**src/rtl/mips_pkg.sv**
```systemverilog
// Shared MIPS pipeline constants used by the fetch stage and its IF/ID register.
package mips_pkg;
    localparam int unsigned        INSTR_W   = 32;
    localparam logic [INSTR_W-1:0] NOP_INSTR = 32'h0000_0000;
    localparam logic [31:0]        PC_INCR   = 32'd4;
endpackage

```
**src/rtl/instruction_fetch_stage_if.sv**
```systemverilog
// Fetch-stage bus: hazard/redirect controls, instruction memory port and IF/ID outputs.
interface instruction_fetch_stage_if #(
    parameter int unsigned IMEM_ADDR_W = 13
);
    logic                   stall;
    logic                   branch_taken;
    logic [31:0]            branch_target;
    logic                   jump;
    logic [31:0]            jump_target;
    logic [IMEM_ADDR_W-1:0] imem_addr;
    logic [31:0]            imem_instr;
    logic [31:0]            pc;
    logic [31:0]            ifid_instr;
    logic [31:0]            ifid_pc_plus4;
    logic                   ifid_valid;
    logic                   fetch_fault;

    modport master (
        output stall, branch_taken, branch_target, jump, jump_target, imem_instr,
        input  imem_addr, pc, ifid_instr, ifid_pc_plus4, ifid_valid, fetch_fault
    );

    modport slave (
        input  stall, branch_taken, branch_target, jump, jump_target, imem_instr,
        output imem_addr, pc, ifid_instr, ifid_pc_plus4, ifid_valid, fetch_fault
    );
endinterface

```
**src/rtl/ifid_register.sv**
```systemverilog
// IF/ID pipeline register: flush inserts a NOP bubble, hold freezes contents.
module ifid_register
    import mips_pkg::*;
(
    input  logic               clk,
    input  logic               rst,
    input  logic               i_flush,
    input  logic               i_hold,
    input  logic [INSTR_W-1:0] i_instr,
    input  logic [31:0]        i_pc_plus4,
    output logic [INSTR_W-1:0] o_instr,
    output logic [31:0]        o_pc_plus4,
    output logic               o_valid
);
    logic [INSTR_W-1:0] r_instr;
    logic [31:0]        r_pc_plus4;
    logic               r_valid;

    // Flush outranks hold so a redirect during a stall still squashes.
    always_ff @(posedge clk) begin
        if (rst || i_flush) begin
            r_instr    <= NOP_INSTR;
            r_pc_plus4 <= 32'h0000_0000;
            r_valid    <= 1'b0;
        end else if (!i_hold) begin
            r_instr    <= i_instr;
            r_pc_plus4 <= i_pc_plus4;
            r_valid    <= 1'b1;
        end
    end

    assign o_instr    = r_instr;
    assign o_pc_plus4 = r_pc_plus4;
    assign o_valid    = r_valid;
endmodule

```
**src/rtl/instruction_fetch_stage.sv**
```systemverilog
// MIPS fetch stage: PC register, next-PC select and IF/ID capture.
// Optional FETCH_ALIGN_CHECK_EN: word-align redirect targets and flag a sticky fetch_fault.
module instruction_fetch_stage
    import mips_pkg::*;
#(
    parameter logic [31:0] RESET_PC    = 32'h0000_0000,
    parameter int unsigned IMEM_ADDR_W = 13
) (
    input logic                      CLOCK,
    input logic                      RESET,
    instruction_fetch_stage_if.slave bus
);
    logic [31:0] r_pc;
    logic [31:0] w_pc_next;
    logic [31:0] w_pc_plus4;
    logic        w_redirect;
    logic [31:0] w_target;
    logic [31:0] w_target_pc;
    logic        w_fault;

    assign w_pc_plus4 = r_pc + PC_INCR;
    assign w_redirect = bus.branch_taken | bus.jump;
    // The EX-stage branch is older than the ID-stage jump, so it wins.
    assign w_target   = bus.branch_taken ? bus.branch_target : bus.jump_target;

`ifdef FETCH_ALIGN_CHECK_EN
    logic r_fault;

    assign w_target_pc = {w_target[31:2], 2'b00};

    always_ff @(posedge CLOCK) begin
        if (RESET) begin
            r_fault <= 1'b0;
        end else if (w_redirect && (w_target[1:0] != 2'b00)) begin
            r_fault <= 1'b1;
        end
    end

    assign w_fault = r_fault;
`else
    assign w_target_pc = w_target;
    assign w_fault     = 1'b0;
`endif

    always_comb begin
        w_pc_next = w_pc_plus4;
        if (w_redirect) begin
            w_pc_next = w_target_pc;
        end else if (bus.stall) begin
            w_pc_next = r_pc;
        end
    end

    always_ff @(posedge CLOCK) begin
        if (RESET) begin
            r_pc <= RESET_PC;
        end else begin
            r_pc <= w_pc_next;
        end
    end

    ifid_register u_ifid (
        .clk       (CLOCK),
        .rst       (RESET),
        .i_flush   (w_redirect),
        .i_hold    (bus.stall),
        .i_instr   (bus.imem_instr),
        .i_pc_plus4(w_pc_plus4),
        .o_instr   (bus.ifid_instr),
        .o_pc_plus4(bus.ifid_pc_plus4),
        .o_valid   (bus.ifid_valid)
    );

    assign bus.pc          = r_pc;
    assign bus.imem_addr   = r_pc[IMEM_ADDR_W-1:0];
    assign bus.fetch_fault = w_fault;
endmodule

```
**src/flat_wrapper.sv**
```systemverilog
// flat-port wrapper written by rule: the top's interface ports become plain ports
module instruction_fetch_stage_flat import mips_pkg::*;
#(
    parameter logic [31:0] RESET_PC    = 32'h0000_0000,
    parameter int unsigned IMEM_ADDR_W = 13
)
  (CLOCK, RESET, bus_stall, bus_branch_taken, bus_branch_target, bus_jump, bus_jump_target, bus_imem_instr, bus_imem_addr, bus_pc, bus_ifid_instr, bus_ifid_pc_plus4, bus_ifid_valid, bus_fetch_fault);
  instruction_fetch_stage_if #(.IMEM_ADDR_W(IMEM_ADDR_W)) bus_i ();
  input logic CLOCK;
  input logic RESET;
  input wire logic [$bits(bus_i.stall)-1:0] bus_stall;
  input wire logic [$bits(bus_i.branch_taken)-1:0] bus_branch_taken;
  input wire logic [$bits(bus_i.branch_target)-1:0] bus_branch_target;
  input wire logic [$bits(bus_i.jump)-1:0] bus_jump;
  input wire logic [$bits(bus_i.jump_target)-1:0] bus_jump_target;
  input wire logic [$bits(bus_i.imem_instr)-1:0] bus_imem_instr;
  output wire logic [$bits(bus_i.imem_addr)-1:0] bus_imem_addr;
  output wire logic [$bits(bus_i.pc)-1:0] bus_pc;
  output wire logic [$bits(bus_i.ifid_instr)-1:0] bus_ifid_instr;
  output wire logic [$bits(bus_i.ifid_pc_plus4)-1:0] bus_ifid_pc_plus4;
  output wire logic [$bits(bus_i.ifid_valid)-1:0] bus_ifid_valid;
  output wire logic [$bits(bus_i.fetch_fault)-1:0] bus_fetch_fault;
  assign bus_i.stall = bus_stall;
  assign bus_i.branch_taken = bus_branch_taken;
  assign bus_i.branch_target = bus_branch_target;
  assign bus_i.jump = bus_jump;
  assign bus_i.jump_target = bus_jump_target;
  assign bus_i.imem_instr = bus_imem_instr;
  assign bus_imem_addr = bus_i.imem_addr;
  assign bus_pc = bus_i.pc;
  assign bus_ifid_instr = bus_i.ifid_instr;
  assign bus_ifid_pc_plus4 = bus_i.ifid_pc_plus4;
  assign bus_ifid_valid = bus_i.ifid_valid;
  assign bus_fetch_fault = bus_i.fetch_fault;
  instruction_fetch_stage #(.RESET_PC(RESET_PC), .IMEM_ADDR_W(IMEM_ADDR_W)) u_core (.CLOCK(CLOCK), .RESET(RESET), .bus(bus_i));
endmodule
```
**config.mk**
```make
export PLATFORM = sky130hd
export DESIGN_NAME = instruction_fetch_stage_flat
export DESIGN_NICKNAME = d
export VERILOG_FILES = /design/src/rtl/mips_pkg.sv /design/src/rtl/instruction_fetch_stage_if.sv /design/src/rtl/ifid_register.sv /design/src/rtl/instruction_fetch_stage.sv /design/src/flat_wrapper.sv
export SDC_FILE = /design/constraint.sdc
export NUM_CORES = 1
export LEC_CHECK = 0
export CORE_MARGIN = 8
export CORE_UTILIZATION = 43
export CTS_CLUSTER_SIZE = 24
export DETAILED_ROUTE_END_ITERATION = 8
export GPL_TIMING_DRIVEN = 1
export PLACE_DENSITY = 0.76
export SKIP_LAST_GASP = 1
export SLEW_MARGIN = 20
export SYNTH_ARGS = -nofsm -noshare
export SYNTH_HDL_FRONTEND = slang
export SYNTH_HIERARCHICAL = 1
export SYNTH_SLANG_ARGS = --single-unit
```
**constraint.sdc**
```tcl
create_clock -name CLOCK -period 2.5 [get_ports CLOCK]
set_input_delay 0.5 -clock CLOCK [delete_from_list [all_inputs] [get_ports CLOCK]]
set_output_delay 0.5 -clock CLOCK [all_outputs]
set_load 0.05 [all_outputs]
```
### Word-level counts from Yosys, hierarchy flattened

Cells that the tools add are included.

* latch bits: 0
* memory bits (read-only): 0
* bits in writable memories: 0
* memories kept: 0
* register bits after elaboration: 97

* add/subtract/negate cells: 1
* reduce and logical (&&, ||, !) cells: 1
* shifts and indexed selects: 0
* equality and inequality tests: 1
* bitwise operators: 1
* $lt $le $gt $ge: 0
* multipliers: 0
* muxes and demuxes: 3
* div/mod/pow operators: 0

Operators with widths (number)
* 32-bit two-way mux: 3
* 32-bit by 3-bit adder with 32-bit output (second input constant): 1
* 2-bit by 1-bit != test with 1-bit output (second input constant): 1
* 1-bit logical OR: 1
* 1-bit OR: 1

### Longest topological paths before layout

* word-level depth: 3
* depth in mapped cells: 9

### Modules after synthesis

The synthesis kept the hierarchy.

Modules (own cells, without submodules)
* instruction_fetch_stage: area an instance 2803.9 um^2, cells each 392, times used 1
* ifid_register: area an instance 2306.0 um^2, cells each 210, times used 1

### Worst setup path after synthesis

OpenSTA, ideal clock, no wires.

* path kind: flip-flop to flip-flop
* from: register u_core.r_pc[10], in the netlist u_core/bus.pc[10]
* to: register u_core.u_ifid.r_pc_plus4[27], in the netlist u_core/u_ifid/o_pc_plus4[27]
* required time: 2383 ps
* period minus slack after synthesis: 2490 ps
* arrival: 2373 ps
* cell stages (with the launch flop): 8
* library setup time: 117 ps
* path slack: 10 ps
* cell sequence: dfxtp_1 -> buf_2 -> nand4_4 -> or4_4 -> o41a_1 -> or2_1 -> mux2i_1 -> nor2_1

* cells in the longest elaborated chain, start to end: 1

Ends and longest elaborated chain
* start: declaration: RTL line instruction_fetch_stage.sv:13 `logic [31:0] r_pc;`
* start signal: assignment: RTL line instruction_fetch_stage.sv:58 `r_pc <= w_pc_next;`
* 32-bit by 3-bit adder with 32-bit output: RTL line instruction_fetch_stage.sv:21 `assign w_pc_plus4 = r_pc + PC_INCR;`
* net u_core.w_pc_plus4[27]: RTL line instruction_fetch_stage.sv:15 `logic [31:0] w_pc_plus4;`
* end signal: assignment: RTL line ifid_register.sv:27 `r_pc_plus4 <= i_pc_plus4;`
* end: declaration: RTL line ifid_register.sv:16 `logic [31:0] r_pc_plus4;`

The timed path passes the listed nets, and every way through them passes these cells.
A chain may end at the register's enable or synchronous reset.

### Worst setup path in the final report

* from: register u_core.r_pc[25], in the netlist u_core/bus.pc[25]
* to: output port bus_pc[25]

RTL lines
* end: declaration: RTL line flat_wrapper.sv:18 `output wire logic [$bits(bus_i.pc)-1:0] bus_pc;`

No word-level cell between the ends.

==> reports/metrics.cfg <==
[setup_path]
arrival_ps = 1790
critPathLaunchType = flop
rr_endpoint = u_core/u_ifid/o_pc_plus4[27]
crit_type = flop to output pin
critPathMaxStageDelay_ps = 890
reg2reg_depth = 6
critPathMaxFanout = 9
crit_family = buffers and inverters
path_cells = clkdlybuf4s50_1
required_ps = 2000
r2r-start = u_core/bus.pc[19]
crit_slowest_cell = clkdlybuf4s50_1
crit_cells = 1
crit_buf_inv = 1
cp-end-kind = output pin
rrSetupSlack_ps = 230

[sta]
rsz0062_at_grt = false
hold_violations = 0
relSlewSlack_pct = 61.1
finalCriticalPeriod_ps = 2290
worstMarginPinSlew_ps = 582
fin_worst_skew_ps = 9.63
setup_slack_ps = 214
drv_slew = 0
fmax_mhz = 437
fin_setup_tns_ps = 0
setup_viol = 0
timing.final.crit_share_pct = 91.5
whs_ps = 450

[clocking]
clkTransAtPathRegs_ps = 70
htreeDepth = 3
cts_buffer_depth = 2
clock-root-buffer = clkbuf_16
numCtsBuffers = 9
cts_sinks = 97
cts_setup_buffers = 0
cts_tree = yes
hold_buffers = 0
clk_latency_ps = 340

[synthesis]
syn_avg_cell_area_um2 = 8.49
ys_dominant_reg_cell = dfxtp_1
post-synth-top-area-fraction_pct = 38.0
ys_seq_elements = 97
syn_area_mm2 = 0.00511
synth.distinct_cells = 53
synth_cells = 602
yosys-top-cells-area = dfxtp_1, mux2i_1, nor2_1
syn_nets = 704
yosys_warnings = 6
seq_area_frac_synth_pct = 38.0
synth_enable_flop_cells = 0
synth_top_cell_by_area = dfxtp_1
synth_async_sr_flop_share_pct = 0

[cells_and_area]
nFillCells = 1029
final_cell_area_mm2 = 0.00764
nNetsFinal = 894
drive_above_1_share_pct = 7.40
diodes = 0
syn2layout_area_growth_pct = 49.6

[detailed_routing]
post_drt_via_cell_ratio = 5.56
drc = 0
routedWlPerCell_um = 19.4
dr.pass1.iters = 6
routed_wl_mm = 18.3
detail-route-antenna-nets = 0
drt_iter0_markers = 425
vias = 5252

[worst_hold_path]
hold_start = u_core/u_ifid/o_valid
whs_endpoint = u_core/u_ifid/o_valid
hold_depth = 2
hold_path_class = flop to flop

[floorplan]
die_width_um = 125
coreArea_mm2 = 0.0118
die_y_um = 125
placementRows = 40
dieArea_mm2 = 0.0156
io_pins = 212
initial_utilization_pct = 43.3

[job]
cap_violations = 0

[grt]
grt_pass1_wl_mm = 28.8
grt_max_degree = 66
grt_usage_pct = 22.6
grt_antenna_before_repair = 0
grt_pass1_vias = 5336
grt.overflow.total = 0

[power]
p_per_area_mw_per_mm2 = 550
power.leakage_nw = 2.99
vdd_drop_max_mv = 0.315
finalPower_mw = 4.20

[status]
outcome = complete, no violations

[placement]
port_buffers = 210
dpl-instance-area_mm2 = 0.00730
dp_slack_ps = 87.0
hpwl_mm = 13.8
place.gp.congestion = 0.912

-- cells in the mapped netlist, types with 8 or more instances --
library cell  instances
a211oi_1             10
a21oi_1              46
and2_1                9
and3_1                8
buf_2                12
buf_4                17
clkbuf_1             22
dfxtp_1              97
inv_1                10
mux2i_1              70
nand2_1              26
nand2b_1              8
nand3_1              12
nand4_1              12
nor2_1               95
o21ai_0              29
xnor2_1              17
xor2_1                9
-- how the worst max path moves through the flow --
stage / startpoint / to
finish: u_core/bus.pc[25] / bus_pc[25]
detailed placement: bus_jump / u_core/bus.pc[26]
floorplan: u_core/bus.pc[10] / u_core/u_ifid/o_pc_plus4[27]
global route: u_core/bus.pc[3] / u_core/bus.pc[18]
global placement: bus_jump / u_core/bus.pc[26]
CTS: u_core/bus.pc[3] / u_core/bus.pc[26]
-- layout make-up --
type / count / area (um2) / area share (%)
multi-input combinational: 432 / 2780 / 36.3
timing repair buffer: 241 / 2360 / 30.9
tap: 147 / 184 / 2.41
clock buffer: 10 / 239 / 3.13
clock inverter: 6 / 98.8 / 1.29
sequential: 97 / 1940 / 25.4
inverter: 11 / 41.3 / 0.540
-- layout by cell type (no fill, tap or decap), drive strengths merged, types with 8 or more instances in the layout --
cell type,instances
o21ai,34
nand4,13
inv,12
nand3,12
a21oi,46
clkbuf,10
mux2i,70
nand2b,8
xor2,9
and2,9
clkdlybuf4s50,208
nand2,26
dfxtp,97
nor3,9
xnor2,17
buf,33
and3,8
a211oi,10
nor2,95
-- kinds of logic (layout without fill, tap and decap cells) --
| logic type | after synthesis | after routing | synth area share [%] |
|---|---|---|---|
| and+or+nand+nor | 208 | 208 | 20.2 |
| AOI/OAI and AO/OA | 126 | 126 | 15.4 |
| DFF | 97 | 97 | 38.0 |
| buffers and inverters | 73 | 268 | 7.93 |
| muxes | 70 | 70 | 13.7 |
| xor gates and xnor gates | 26 | 26 | 4.46 |
| adders and majority gates | 1 | 1 | 0.245 |
| other | 1 | 1 | 0.0734 |
-- registers in the layout (all words and copies together) (netlist names) --
register / count
u_core/bus.pc: 32
u_core/u_ifid/o_pc_plus4: 32
u_core/u_ifid/o_valid: 1
u_core/u_ifid/o_instr: 32
-- where the power goes --
group          leakage (nW)  total (mW)  internal, mW  switching (mW)
Sequential            0.789        1.67          1.60          0.0684
Combinational          2.04       0.982         0.429           0.553
Clock                 0.163        1.56         0.921           0.635
Total                  2.99        4.20          2.95            1.26
-- through the flow --
stage,utilization [%],instances
CTS,64.6,944
detailed placement,61.8,928
floorplan,-,602
global route,64.7,944
global placement,61.8,928
finish,64.7,944
-- what timing repair did --
action | CTS | global route
hold endpoints to repair | 0 | 0
setup endpoints to repair | 0 | 2
gates resized for setup | 0 | 2
-- worst register-to-register path: cells and delay by family, from the launching register on --
kind,cells,cell delay (ps)
AO/OA/AOI/OAI,1,470
flip-flops,1,410
AND/OR/NAND/NOR,4,1160
multiplexers,1,120
-- routing by layer --
layer,track usage [%],vias up,part of all wire (%)
li1,-,2484,-
met4,7.81,0,1.9
met2,36.1,300,45
met1,28.1,2436,43
met3,7.35,32,10
met5,0,-,0
Power figures use the tool's default switching activity.
